## src/rtl/imem_dmem_arbiter.sv

```systemverilog
// imem_dmem_arbiter
//
// Shares one single-ported unified memory between the fetch stage and the memory stage
// of a pipelined MIPS core. Each port uses a level request held until a one-cycle ready
// pulse. The arbiter grants one port at a time and drives the memory through a req/ack
// handshake. It also produces the stall terms that the hazard unit ORs into StallF/StallD
// and into the M-stage hold.
//
// Ports
//   clk, reset             system clock, synchronous active-high reset
//   ireq/iaddr             fetch request and address (PCF)
//   irdata/iready          fetched instruction (InstrF) and completion pulse
//   dreq/dwe/daddr/dwdata  data request, store enable, address and store data
//   drdata/dready          load data (ReadDataM) and completion pulse
//   mem_req/mem_we         memory request (held until mem_ack) and write enable
//   mem_addr/mem_wdata     memory address and write data, registered at grant
//   mem_rdata/mem_ack      memory read data and one-cycle completion
//   stall_i/stall_d        request outstanding and not completing this cycle
//   busy                   a transaction is in flight
//
// Arbitration: data normally wins a tie with fetch. However, after STARVE_MAX
// consecutive data grants made while a fetch was waiting, the next grant goes to fetch.
// Every transaction returns to idle for one cycle, so the fastest rate is one access
// every two cycles.
module imem_dmem_arbiter #(
  parameter int unsigned STARVE_MAX = 4,
  parameter int unsigned CW         = 3   // 2**CW must exceed STARVE_MAX
) (
  input  logic        clk,
  input  logic        reset,
  // Fetch port
  input  logic        ireq,
  input  logic [31:0] iaddr,
  output logic [31:0] irdata,
  output logic        iready,
  // Data port
  input  logic        dreq,
  input  logic        dwe,
  input  logic [31:0] daddr,
  input  logic [31:0] dwdata,
  output logic [31:0] drdata,
  output logic        dready,
  // Memory side
  output logic        mem_req,
  output logic        mem_we,
  output logic [31:0] mem_addr,
  output logic [31:0] mem_wdata,
  input  logic [31:0] mem_rdata,
  input  logic        mem_ack,
  // Hazard / status
  output logic        stall_i,
  output logic        stall_d,
  output logic        busy
);

  typedef enum logic [1:0] {
    StIdle  = 2'd0,
    StIBusy = 2'd1,
    StDBusy = 2'd2
  } state_e;

  localparam logic [CW-1:0] StarveMax = CW'(STARVE_MAX);

  state_e        state;
  logic [CW-1:0] starve_cnt;

  logic grant_d;
  logic grant_i;

  // Grant decision; only acted on while idle.
  always_comb begin
    grant_d = dreq && (!ireq || (starve_cnt < StarveMax));
    grant_i = !grant_d && ireq;
  end

  always_ff @(posedge clk) begin
    if (reset) begin
      state      <= StIdle;
      mem_req    <= 1'b0;
      mem_we     <= 1'b0;
      mem_addr   <= 32'h0;
      mem_wdata  <= 32'h0;
      starve_cnt <= '0;
    end else begin
      unique case (state)
        StIdle: begin
          if (grant_d) begin
            state     <= StDBusy;
            mem_req   <= 1'b1;
            mem_we    <= dwe;
            mem_addr  <= daddr;
            mem_wdata <= dwdata;
            // Count data grants only while a fetch is actually waiting.
            if (ireq) begin
              if (starve_cnt < StarveMax) starve_cnt <= starve_cnt + CW'(1);
            end else begin
              starve_cnt <= '0;
            end
          end else if (grant_i) begin
            state      <= StIBusy;
            mem_req    <= 1'b1;
            mem_we     <= 1'b0;
            mem_addr   <= iaddr;
            starve_cnt <= '0;
          end
        end
        StIBusy, StDBusy: begin
          if (mem_ack) begin
            state   <= StIdle;
            mem_req <= 1'b0;
            mem_we  <= 1'b0;
          end
        end
        default: begin
          state   <= StIdle;
          mem_req <= 1'b0;
          mem_we  <= 1'b0;
        end
      endcase
    end
  end

  // Completion is combinational on mem_ack. An ack in a reset cycle belongs to an
  // abandoned transaction, so it must not produce a ready pulse.
  always_comb begin
    iready = (state == StIBusy) && mem_ack && !reset;
    dready = (state == StDBusy) && mem_ack && !reset;
  end

  // Read data is only meaningful alongside its ready pulse.
  assign irdata  = mem_rdata;
  assign drdata  = mem_rdata;

  assign stall_i = ireq && !iready;
  assign stall_d = dreq && !dready;
  assign busy    = (state != StIdle);

endmodule

```

## config.mk

```make
export PLATFORM = sky130hd
export DESIGN_NAME = imem_dmem_arbiter
export DESIGN_NICKNAME = d
export VERILOG_FILES = /design/src/rtl/imem_dmem_arbiter.sv
export SDC_FILE = /design/constraint.sdc
export NUM_CORES = 1
export LEC_CHECK = 0
export ABC_AREA = 1
export CAP_MARGIN = 20
export CORE_AREA = 2 2 105 107
export DETAILED_ROUTE_END_ITERATION = 12
export DIE_AREA = 0 0 107 109
export PLACE_DENSITY = 0.8
export SLEW_MARGIN = 20
export SYNTH_ARGS = -nofsm -noshare
export SYNTH_HDL_FRONTEND = slang
export SYNTH_SLANG_ARGS = --single-unit
export TNS_END_PERCENT = 50
```

## constraint.sdc

```tcl
create_clock -name clk -period 4.12 [get_ports clk]
set_input_delay 0.618 -clock clk [delete_from_list [all_inputs] [get_ports clk]]
set_output_delay 0.618 -clock clk [all_outputs]
set_load 0.03 [all_outputs]
```

==> impl_metrics.env <==
export IMPL_ys_types=20
export IMPL_maxSlewViolCount=0
export IMPL_core_area_sq_um=10600
export IMPL_overflow=0
export IMPL_cts_hold_buffers=0
export IMPL_num_rows=38
export IMPL_fmax_mhz=320
export IMPL_cts_tree="yes"
export IMPL_grt_max_degree=39
export IMPL_cts_sinks=71
export IMPL_die_x_um=107
export IMPL_synth_simple_area_share=0.293
export IMPL_seq_area_sq_um=1420
export IMPL_setup_slack_ns=0.991
export IMPL_clockBufferDepth=2
export IMPL_start_util=0.342
export IMPL_num_io_pins=269
export IMPL_syn_to_final_growth_pct=39.5
export IMPL_final_layout_size_suffix_gt1_frac=0.0698
export IMPL_ir_drop_mv=0.217
export IMPL_synthAdderAreaFrac=0.0138
export IMPL_dpl_cell_area_sq_um=4880
export IMPL_multiInputGateArea_sq_um=1510
export IMPL_avgSynthCellArea_sq_um=7.16
export IMPL_hold_violations=0
export IMPL_path_class="in2reg"
export IMPL_p_sw_frac=0.354
export IMPL_yosysSeqAreaShare=0.392
export IMPL_cts_buffers_inserted=9
export IMPL_skew_ns=0.0129
export IMPL_dp_hpwl_um=7260
export IMPL_period_share=0.759
export IMPL_drc=0
export IMPL_h_tree_depth=3
export IMPL_root_buffer="clkbuf_8"
export IMPL_gp_congestion=0.805
export IMPL_fin_crit_ns=3.13
export IMPL_cp_end_kind="flip-flop"
export IMPL_yosys_mux_area_fraction=0
export IMPL_worst_pin_slew_ns=1.01
export IMPL_fin_setup_tns_ns=0
export IMPL_drt_first_pass_iters=4
export IMPL_die_area_sq_um=11700
export IMPL_power_switching_mw=0.693
export IMPL_clk_latency_ns=0.35
export IMPL_max_cap_violations=0
export IMPL_post_drt_via_cell_ratio=4.67
export IMPL_synth_xor_area_share=0
export IMPL_relSlewSlack=0.327
export IMPL_finalSetupViolCount=0
export IMPL_fin_nets=735
export IMPL_slowest_stage="clkdlybuf4s50_1"
export IMPL_synth_compound_area_share=0.110
export IMPL_power_frac_comb=0.337
export IMPL_wl_per_cell_um=13.6
export IMPL_startpoint_type="primary input"
export IMPL_sequentialPowerShare=0.409
export IMPL_grt_pass1_vias=3384
export IMPL_yosysWarnings=0
export IMPL_dp_slack_ns=0.671
export IMPL_path_common_cell="nor2_1"
export IMPL_synth_fp_nets=644
export IMPL_fin_area_sq_um=5050
export IMPL_p_leak_nw=2.08
export IMPL_finalWirelength_um=10100
export IMPL_worstPathArrival_ns=3.37
export IMPL_antenna_found_initial=1
export IMPL_hp_class="reg2reg"
export IMPL_syn_area_sq_um=3620
export IMPL_cts_resized_gates=0
export IMPL_crit_chain="clkdlybuf4s50_1 > nand2_4 > nor2_4 > inv_1 > nor2_1 > nor2_1"
export IMPL_drt_initial_drc_count=239
export IMPL_synth_top_family_by_area="simple AND/OR/NAND/NOR gates"
export IMPL_via_count=3470
export IMPL_slowest_delay_ns=0.77
export IMPL_pwr_share_clk=0.254
export IMPL_nFillCells=1051
export IMPL_status="finished, final reports clean"
export IMPL_cp_max_fo=38
export IMPL_cts_setup_buffers=0
export IMPL_grt_pass1_wl_um=15800
export IMPL_rsz0062_at_grt="no"
export IMPL_grt_total_usage=0.172
export IMPL_internal_power_mw=1.27
export IMPL_power_density_nw_per_um2=388
export IMPL_crit_required_ns=4.36
export IMPL_syn_inst=506
export IMPL_fp_dieH_um=109
export IMPL_drtAntennaViolNets=0
export IMPL_synth_seq_cells=71
export IMPL_path_clk_slew_ns=0.08
export IMPL_portBuffers=172
power by group through the flow:
stage | combinational [mW] | clock [mW] | sequential, mW
floorplan | 0.361 | 0 | 0.955
global placement | 0.652 | 0 | 0.816
detailed placement | 0.663 | 0 | 0.816
CTS | 0.666 | 0.515 | 0.802
global route | 0.716 | 0.556 | 0.812
finish | 0.660 | 0.497 | 0.802
critical path: cells and delay by family:
kind          cells  cell delay [ns]
simple gates      4             1.31
buf+inv           2             1.38
through the flow:
| step | hold slack, ns | util | power, mW | instances |
|---|---|---|---|---|
| global route | 0.487 | 0.477 | 2.08 | 743 |
| detailed placement | 0.455 | 0.460 | 1.48 | 726 |
| CTS | 0.467 | 0.477 | 1.98 | 742 |
| finish | 0.464 | 0.477 | 1.96 | 743 |
| floorplan | 0.443 | - | 1.32 | 506 |
| global placement | 0.452 | 0.460 | 1.47 | 726 |
layer usage:
metal  track usage  part of all wire
met1         0.181              0.39
met2         0.294              0.47
met3        0.0783             0.099
met4        0.0779             0.032
met5             0                 0
layout by cell type, fill, tap and decap left out, drive strengths merged:
master / count
nor2: 72
dfxtp: 71
clkdlybuf4s50: 171
nand3: 37
clkbuf: 10
nand4: 1
o21ai: 32
nand2: 146
a21oi: 39
inv: 9
clkinvlp: 2
nor3: 1
buf: 4
ha: 4
clkinv: 3
diode: 1
synth_stat cells:
master / number / area share
nand2_2: 10 / 0.017
a21oi_4: 1 / 0.0045
nor3_1: 1 / 0.0014
nor2_1: 71 / 0.074
a21oi_2: 9 / 0.022
buf_2: 7 / 0.0097
nand2_4: 2 / 0.0062
o21ai_0: 32 / 0.044
clkbuf_1: 16 / 0.017
nand4_1: 1 / 0.0017
a21oi_1: 29 / 0.040
ha_1: 4 / 0.014
nand3_1: 37 / 0.051
nor2_4: 1 / 0.0031
dfxtp_1: 71 / 0.39
buf_4: 64 / 0.13
inv_1: 8 / 0.0083
buf_6: 7 / 0.022
clkbuf_2: 1 / 0.0014
nand2_1: 134 / 0.14
final timing paths:
kind / from / end / slack, ns / depth (start not counted)
worst min register to register: mem_addr[13] / mem_addr[13] / 0.46 / 2
worst max register to register: state[1] / mem_wdata[6] / 1.62 / 7
worst min-delay path: mem_addr[13] / mem_addr[13] / 0.46 / 2
worst max-delay path: dreq / mem_wdata[6] / 0.99 / 6
registers in the layout, summed over array words and instances (netlist names):
name        flops
mem_we          1
mem_req         1
mem_wdata      32
mem_addr       32
starve_cnt      3
state           2
area by class of cell:
type                            count  area share
Timing Repair Buffer              175       0.344
Multi-Input combinational cell    332       0.299
Sequential cell                    71       0.281
Tap cell                          140      0.0347
Clock buffer                       10      0.0252
Clock inverter                      6     0.00916
Inverter                            8     0.00594
Antenna cell                        1    0.000495
cells by family after synthesis:
family	count (synthesis)
buffers and inverters	103
and+or+nand+nor	257
AOI/OAI and AO/OA	71
adders and majority gates	4
DFF	71
(Power assumes the default switching activity.)
